===== config.mk =====
export PLATFORM = sky130hd
export DESIGN_NAME = ifetch_unit
export DESIGN_NICKNAME = d
export VERILOG_FILES = /design/src/rtl/ifetch_pkg.sv /design/src/rtl/ifetch_queue.sv /design/src/rtl/ifetch_unit.sv
export SDC_FILE = /design/constraint.sdc
export NUM_CORES = 1
export LEC_CHECK = 0
export CELL_PAD_IN_SITES_DETAIL_PLACEMENT = 2
export CELL_PAD_IN_SITES_GLOBAL_PLACEMENT = 2
export CORE_MARGIN = 2
export CORE_UTILIZATION = 43
export DETAILED_ROUTE_END_ITERATION = 8
export HOLD_SLACK_MARGIN = 0.15
export PLACE_DENSITY = 0.94
export REMOVE_ABC_BUFFERS = 1
export SETUP_SLACK_MARGIN = 0.05
export SLEW_MARGIN = 5
export SYNTH_ARGS = -nofsm -noshare
export SYNTH_HDL_FRONTEND = slang
export SYNTH_SLANG_ARGS = --single-unit

===== constraint.sdc =====
create_clock -name clk -period 5.45 [get_ports clk]
set_input_delay 0.545 -clock clk [delete_from_list [all_inputs] [get_ports clk]]
set_output_delay 0.545 -clock clk [all_outputs]
set_load 0.005 [all_outputs]

===== src/rtl/ifetch_pkg.sv =====
// Shared widths and the queue entry type for the instruction-fetch slice.
package ifetch_pkg;

    localparam int DSIZE    = 16;  // word address width
    localparam int ISIZE    = 32;  // instruction width
    localparam int IQ_DEPTH = 4;   // default instruction queue depth

    typedef struct packed {
        logic [DSIZE-1:0] pc;
        logic [ISIZE-1:0] inst;
    } fetch_entry_t;

endpackage


===== src/rtl/ifetch_queue.sv =====
// In-order instruction queue holding {pc, inst} pairs, with flush and a same-cycle push/pop path.
module ifetch_queue
    import ifetch_pkg::*;
#(
    parameter int DEPTH = IQ_DEPTH
) (
    input  logic                     clk,
    input  logic                     rst,
    input  logic                     flush,
    input  logic                     push,
    input  fetch_entry_t             push_data,
    input  logic                     pop,
    output fetch_entry_t             head,
    output logic [$clog2(DEPTH):0]   count,
    output logic                     empty,
    output logic                     full
);

    localparam int AW = $clog2(DEPTH);
    localparam int CW = AW + 1;

    fetch_entry_t    r_mem [DEPTH];
    logic [AW-1:0]   r_wr_ptr;
    logic [AW-1:0]   r_rd_ptr;
    logic [CW-1:0]   r_count;
    logic            w_push;
    logic            w_pop;

    assign empty = (r_count == '0);
    assign full  = (r_count == CW'(DEPTH));
    assign count = r_count;
    assign head  = r_mem[r_rd_ptr];

    // A full queue still accepts a push when the head leaves in the same cycle.
    assign w_pop  = pop & ~empty;
    assign w_push = push & (~full | w_pop);

    always_ff @(posedge clk) begin
        if (rst || flush) begin
            r_wr_ptr <= '0;
            r_rd_ptr <= '0;
            r_count  <= '0;
        end else begin
            if (w_push) r_wr_ptr <= r_wr_ptr + 1'b1;
            if (w_pop)  r_rd_ptr <= r_rd_ptr + 1'b1;
            r_count <= r_count + CW'(w_push) - CW'(w_pop);
        end
    end

    // NOTE: storage has no reset; entries are only observable once count covers them.
    always_ff @(posedge clk) begin
        if (w_push) r_mem[r_wr_ptr] <= push_data;
    end

endmodule


===== src/rtl/ifetch_unit.sv =====
// Fetch initiator: owns the PC, issues one word address per cycle under a credit limit,
// absorbs the memory's 1-cycle latency and feeds decode through ifetch_queue.
module ifetch_unit
    import ifetch_pkg::*;
#(
    parameter logic [DSIZE-1:0] RESET_PC = 16'h0000,
    parameter int               QDEPTH   = IQ_DEPTH
) (
    input  logic              clk,
    input  logic              rst,
    input  logic              fetch_en,
    input  logic              redirect,
    input  logic [DSIZE-1:0]  redirect_pc,
    output logic [DSIZE-1:0]  mem_addr,
    output logic              mem_wen,
    output logic [DSIZE-1:0]  mem_wdata,
    input  logic [ISIZE-1:0]  mem_rdata,
    output logic              inst_valid,
    input  logic              inst_ready,
    output logic [ISIZE-1:0]  inst_data,
    output logic [DSIZE-1:0]  inst_pc
);

    localparam int              CW      = $clog2(QDEPTH) + 1;
    localparam logic [CW:0]     QDEPTH_L = (CW + 1)'(QDEPTH);

    logic [DSIZE-1:0]  r_pc;
    logic              r_inflight;
    logic [DSIZE-1:0]  r_inflight_pc;

    logic [DSIZE-1:0]  w_mem_addr;
    logic [CW-1:0]     w_count;
    logic [CW:0]       w_occupancy;
    logic              w_issue;
    logic              w_push;
    logic              w_pop;
    logic              w_empty;
    logic              w_full;
    fetch_entry_t      w_push_data;
    fetch_entry_t      w_head;

    assign mem_wen   = 1'b0;
    assign mem_wdata = '0;

    assign w_mem_addr = redirect ? redirect_pc : r_pc;
    assign mem_addr   = w_mem_addr;

    // Redirect empties the queue and drops the in-flight word, so credit is judged on zero occupancy.
    assign w_occupancy = redirect ? '0 : ({1'b0, w_count} + (CW + 1)'(r_inflight));
    assign w_issue     = fetch_en & (w_occupancy < QDEPTH_L);

    assign w_push      = r_inflight & ~redirect;
    assign w_pop       = inst_valid & inst_ready;
    assign w_push_data = '{pc: r_inflight_pc, inst: mem_rdata};

    always_ff @(posedge clk) begin
        if (rst) begin
            r_pc          <= RESET_PC;
            r_inflight    <= 1'b0;
            r_inflight_pc <= RESET_PC;
        end else if (w_issue) begin
            r_inflight_pc <= w_mem_addr;
            r_inflight    <= 1'b1;
            r_pc          <= w_mem_addr + 1'b1;
        end else begin
            // Without an issue the PC holds, except that a redirect target is kept for later.
            r_inflight <= 1'b0;
            r_pc       <= w_mem_addr;
        end
    end

    ifetch_queue #(
        .DEPTH (QDEPTH)
    ) u_queue (
        .clk       (clk),
        .rst       (rst),
        .flush     (redirect),
        .push      (w_push),
        .push_data (w_push_data),
        .pop       (w_pop),
        .head      (w_head),
        .count     (w_count),
        .empty     (w_empty),
        .full      (w_full)
    );

    assign inst_valid = ~w_empty;
    assign inst_data  = w_head.inst;
    assign inst_pc    = w_head.pc;

    a_no_overflow : assert property (@(posedge clk) disable iff (rst)
        w_push |-> (!w_full || w_pop));

endmodule

==> results of run 1 <==
-- worst paths after layout --
| kind | start | end | slack, ns | cells after the start |
|---|---|---|---|---|
| worst max-delay path | redirect | mem_addr[6] | 2.07 | 5 |
| worst min-delay path | r_inflight_pc[10]$_SDFFE_PP0P_ | u_queue.r_mem[3][42]$_DFFE_PP_ | 0.53 | 0 |
| worst max register to register | u_queue.count[0]$_SDFF_PP0_ | r_pc[12]$_SDFF_PP0_ | 2.78 | 5 |
| worst min register to register | r_inflight_pc[10]$_SDFFE_PP0P_ | u_queue.r_mem[3][42]$_DFFE_PP_ | 0.53 | 0 |
-- report_power, final --
group / switching (W) / internal [W] / total, W
clock network: 0.000686 / 0.000891 / 0.00158
logic: 0.000160 / 0.000165 / 0.000325
registers: 0.0000486 / 0.00199 / 0.00204
-- registers in the layout (all words and copies together) (netlist names), named ones only --
register          cells
u_queue.r_mem       192
u_queue.r_rd_ptr      2
r_inflight            1
u_queue.r_wr_ptr      2
r_inflight_pc        16
r_pc                 16
u_queue.count         3
-- kinds of logic (layout without fill, tap and decap cells) --
family	Yosys count	after routing	synth area share
adder cells (fa/ha/maj)	9	9	0.01299
buffers and inverters	57	184	0.03437
AND/OR/NAND/NOR	95	95	0.05196
multiplexers	64	64	0.1360
XOR/XNOR	14	14	0.01326
other	1	17	0.0004055
flip-flops	234	234	0.7144
AO/OA/AOI/OAI	37	37	0.03667
-- per-layer routing --
metal  vias up  part of all wire  global-route usage
met2       199              0.49              0.3909
met3        34             0.061             0.04697
li1       2215                 -                   -
met1      2678              0.43              0.3103
met4         0             0.019             0.04766
met5         -                 0                   0
-- cell usage in the layout, fill, tap and decap left out, types with 12 or more instances in the layout --
master / synthesis / routed
clkbuf_16: 0 / 25
dfxtp_1: 42 / 40
edfxtp_1: 192 / 192
nor2_1: 46 / 46
inv_1: 16 / 16
mux4_2: 48 / 48
xnor2_1: 12 / 12
clkdlybuf4s50_1: 0 / 117
conb_1: 1 / 17
-- Yosys cell counts (2+ instances only) --
cell	n
and3_1	3
mux2i_1	6
nor3_1	10
o21ai_0	4
nor4_1	2
clkbuf_1	11
nor2_1	46
and4_2	3
xor2_1	2
buf_6	2
mux2_2	9
a2111oi_2	3
a2111oi_4	2
edfxtp_1	192
dfxtp_1	42
inv_1	16
nand3_1	3
nand2_1	9
buf_4	18
ha_1	8
a21oi_1	9
a211oi_1	10
and4b_2	3
and2_1	6
xnor2_1	12
buf_2	9
mux4_2	48
or3_1	2
-- critical path, cell delays in order --
cell and delay [ns]:
clkdlybuf4s50_1 0.93, buf_4 0.35, mux2i_1 0.39, inv_1 0.13, clkdlybuf4s50_1 0.47
-- final cells by class --
class                   count  area [um2]  area share
well taps                 275       344.1     0.03028
multi-input cells         236        2389      0.2102
clock buffers              34       659.4     0.05803
repair buffers            124        1224      0.1077
flip-flops and latches    234        6611      0.5819
inverters                  16       60.06    0.005286
clock inverters            10       75.07    0.006607
-- through the flow --
step                      hold slack [ns]  instances  area [um2]  setup WS (ns)
after floorplan                    0.4531        486        9050          2.159
after global placement             0.4735        885       10630          2.101
after global routing               0.5519        929       11360          1.941
final                              0.5333        929       11360          2.073
after CTS                          0.5349        929       11360          2.071
after detailed placement           0.5283        885       10630          1.885
==> out/qor.yml, run 1 <==
outcome:
  status: "complete, no violations"
synth:
  synth_edf_count: 192
  synth_top_area_share: 0.6235
  syn_area_um2: 9248
  synth-seq-area-share: 0.7144
  syn_inst: 511
  synthArstFlopShare: 0
  synth_cell_type_count: 49
  yosys-top-cells-area: "edfxtp_1 62%, mux4_2 12%, dfxtp_1 9.1%, nor2_1 1.9%, buf_4 1.5%"
  syn_avg_cell_area_um2: 18.10
  ys.flop_type: "edfxtp_1"
  ys_ff_latch: 234
  yosysTopAreaCell: "edfxtp_1"
  ys_warn_count: 0
route:
  routedWlPerCell_um: 27.67
  drcViolationCount: 0
  drt_iter0_drc: 327
  vias: 5126
  dr.pass1.iters: 5
  vias_per_cell: 5.518
  drt-total-wl_um: 25710
  drt.antenna.violating_nets: 0
power_and_ir_drop:
  p_per_area_nw_per_um2: 347.0
  p_total_w: 0.003943
  p_leak_nw: 3.745
  ir_drop_v: 0.0002021
clock_network:
  clock_tree.buffer_depth: 3
  htreeDepth: 1
  cts.repair.resized: 0
  cts_made_buffers: 24
  cts_tree: "done"
  path_clk_slew_ns: 0.06
  cts_root_buffer: "clkbuf_16"
  hold_buffers: 0
  postCtsSetupRepairBufs: 0
  cts_num_sinks: 234
  clock_latency_ns: 0.52
timing:
  clock.fmax_mhz: 296.1
  max_slew.worst_pin.slew_ns: 1.125
  rsz0062_at_grt: "false"
  fin_crit_ns: 3.377
  report.final.setup_viol: 0
  drv_slew: 0
  slew_headroom: 0.2446
  setup-tns-final_ns: 0
  hold_viol: 0
  post-route-period-util: 0.6197
  fin_skew_ns: 0.01527
layout:
  finalNetCount: 698
  fin_util: 0.5388
  layout-drive-gt1-share: 0.1881
  synthToLayoutAreaGrowth_pct: 22.87
  fill_cells: 1894
  antenna_cells: 0
setup_path:
  worstSetupPathType: "in2out"
  critPathRequiredTime_ns: 4.91
  arrival_ns: 2.83
  cp_max_fo: 18
  start_kind: "input pin"
  end_kind: "output port"
grt:
  grt_pass1_wl_um: 38100
  grt_max_degree: 49
  grt_usage: 0.2305
  grt_pass1_vias: 5718
  gr-total-overflow: 0
  antenna_found_initial: 0
die:
  start_util: 0.4385
  die_width_um: 150.7
  rows: 53
  core-area_um2: 21090
  ioPinCount: 135
  dieArea_um2: 22700
  die_h_um: 150.7
job:
  maxCapViolCount: 0
placed_design:
  gp_congestion: 0.8141
  post-dp-hpwl_um: 16090
  port_buffers: 117
min_path:
  hp-class: "reg2reg"
No activity file was read; power rests on OpenSTA's default activity.
==> inputs of run 2 (changes only) <==
- CORE_UTILIZATION: 43 -> 36
- PLACE_DENSITY: 0.94 -> 0.85
- clock period: 5.45 -> 3 ns (I/O delays scaled with it)
==> out/qor.yml, run 2 (synthesis results as in run 1) <==
outcome:
  status: "complete, no violations"  # unchanged
route:
  vias_per_cell: 5.018  # was 5.518
  drcViolationCount: 0  # unchanged
  drt_iter0_drc: 374  # was 327
  drt.antenna.violating_nets: 0  # unchanged
  drt-total-wl_um: 23090  # was 25710 um
  routedWlPerCell_um: 23.30  # was 27.67 um
  vias: 4973  # was 5126
  dr.pass1.iters: 4  # was 5
timing:
  hold_viol: 0  # unchanged
  fin_skew_ns: 0.01062  # was 0.01527 ns
  hold_slack_ns: 0.4257  # was 0.5333 ns
  post-route-period-util: 0.8863
  slew_headroom: 0.5827  # was 0.2446
  max_slew.worst_pin.slew_ns: 0.6240  # was 1.125 ns
  report.final.setup_viol: 0  # unchanged
  setup-tns-final_ns: 0  # unchanged
  fin_crit_ns: 2.659
  rsz0062_at_grt: "false"  # unchanged
  drv_slew: 0  # unchanged
  clock.fmax_mhz: 376.1
setup_path:
  critPathRequiredTime_ns: 2.70  # was 4.91 ns
  cp_cell_sequence: "buf_12 > mux4_2 > clkdlybuf4s50_1"  # was clkdlybuf4s50_1 > buf_4 > mux2i_1 > inv_1 > clkdlybuf4s50_1
  path_delay_family: "buffers and inverters"  # unchanged
  critPathBufInv: 2  # was 4
  worstSetupPathType: "reg2out"  # was in2out
  start_kind: "flip-flop"  # was input pin
  slowest_stage: "dfxtp_2"  # was clkdlybuf4s50_1
  cp_max_fo: 30  # was 18
  r2r_slack_ns: 0.78  # was 2.78 ns
  critPathMaxStageDelay_ns: 0.69  # was 0.93 ns
  end_kind: "output port"  # unchanged
  arrival_ns: 2.36  # was 2.83 ns
layout:
  layout_common_cells: "192 x edfxtp_1, 117 x clkdlybuf4s50_1, 48 x mux4_2"  # unchanged
  final_cells: 991  # was 929
  layout-drive-gt1-share: 0.1982  # was 0.1881
  layout_commonest_cell: "edfxtp_1"  # unchanged
  top_regs: "u_queue.r_mem x192, r_inflight_pc x16, r_pc x16"  # unchanged
  finalNetCount: 705  # was 698
  fill_cells: 2307  # was 1894
  synthToLayoutAreaGrowth_pct: 26.10  # was 22.87%
  final_area_um2: 11660  # was 11360 um2
  largest_register: "u_queue.r_mem"  # unchanged
  antenna_cells: 0  # unchanged
  largest_register_ffs: 192  # unchanged
grt:
  grt_usage: 0.1756  # was 0.2305
  grt_pass1_wl_um: 35540  # was 38100 um
  grt_pass1_vias: 5723  # was 5718
  grt_max_degree: 49  # unchanged
  gr-total-overflow: 0  # unchanged
  antenna_found_initial: 0  # unchanged
clock_network:
  hold_buffers: 0  # unchanged
  cts_root_buffer: "clkbuf_16"  # unchanged
  postCtsSetupRepairBufs: 0  # unchanged
  clock_tree.buffer_depth: 3  # unchanged
  cts_made_buffers: 26  # was 24
  cts_num_sinks: 234  # unchanged
  path_clk_slew_ns: 0.06  # about the same
  htreeDepth: 1  # unchanged
  cts_tree: "done"  # unchanged
  clock_latency_ns: 0.53  # was 0.52 ns
  cts.repair.resized: 0  # unchanged
placed_design:
  dpl.cell_count: 945  # was 885
  post-dp-hpwl_um: 14930  # was 16090 um
  place_area_um2: 10820  # was 10630 um2
  port_buffers: 117  # unchanged
  gp_congestion: 0.8190  # was 0.8141
die:
  die_width_um: 164.3  # was 150.7 um
  die_h_um: 164.3  # was 150.7 um
  core-area_um2: 25180  # was 21090 um2
  dieArea_um2: 26990  # was 22700 um2
  ioPinCount: 135  # unchanged
  rows: 58  # was 53
  start_util: 0.3672  # was 0.4385
min_path:
  hp-class: "in2reg"  # was reg2reg
job:
  maxCapViolCount: 0  # unchanged
power_and_ir_drop:
  p_per_area_nw_per_um2: 637.0  # was 347.0 nW/um2
  p_leak_nw: 3.842  # was 3.745 nW
  ir_drop_v: 0.0003686  # was 0.0002021 V
  p_total_w: 0.007428  # was 0.003943 W
run 2: changes by cell type in the layout (fill, tap and decap cells not counted), sizes merged:
cell	previous run	this run
buf	7	12
clkinv	8	14
bufinv	1	3
clkbuf	34	28
run 2: path summary, 6_finish.rpt:
kind                            startpoint                        endpoint  cells past startpoint
max                              flip-flop                   inst_data[20]                      3
min                          mem_rdata[21]  u_queue.r_mem[0][21]$_DFFE_PP_                      1
max reg2reg    u_queue.count[2]$_SDFF_PP0_     u_queue.count[2]$_SDFF_PP0_                      8
min reg2reg  r_inflight_pc[3]$_SDFFE_PP0P_   r_inflight_pc[3]$_SDFFE_PP0P_                      2
run 2: layer usage:
| metal | up-vias | global-route usage | part of all wire |
|---|---|---|---|
| li1 | 2224 | - | - |
| met1 | 2565 | 0.2293 | 0.43 |
| met2 | 155 | 0.3047 | 0.50 |
| met3 | 29 | 0.03308 | 0.057 |
| met4 | 0 | 0.03907 | 0.014 |
| met5 | - | 0 | 0 |
run 2: report_power, final:
group / internal (W) / switching (W) / leakage, nW / total [W]
logic: 0.000314 / 0.000299 / 1.33 / 0.000613
registers: 0.00362 / 0.0000621 / 2.10 / 0.00368
clock network: 0.00188 / 0.00126 / 0.410 / 0.00313
run 2: per-stage QoR:
step / setup WS, ns / utilization
after floorplan: -0.04578 / -
after global placement: 0.6177 / 0.4297
after detailed placement: 0.5301 / 0.4297
after CTS: 0.2711 / 0.4631
after global routing: 0.2231 / 0.4631
final: 0.3411 / 0.4631
run 2: cell type report:
type	count	area, um2	share of cell area
Timing Repair Buffer	129	1349	0.1157
Sequential cell	234	6611	0.5670
Clock buffer	28	679.4	0.05826
Tap cell	330	412.9	0.03541
Inverter	16	60.06	0.005150
Clock inverter	18	160.2	0.01373
Multi-Input combinational cell	236	2389	0.2048
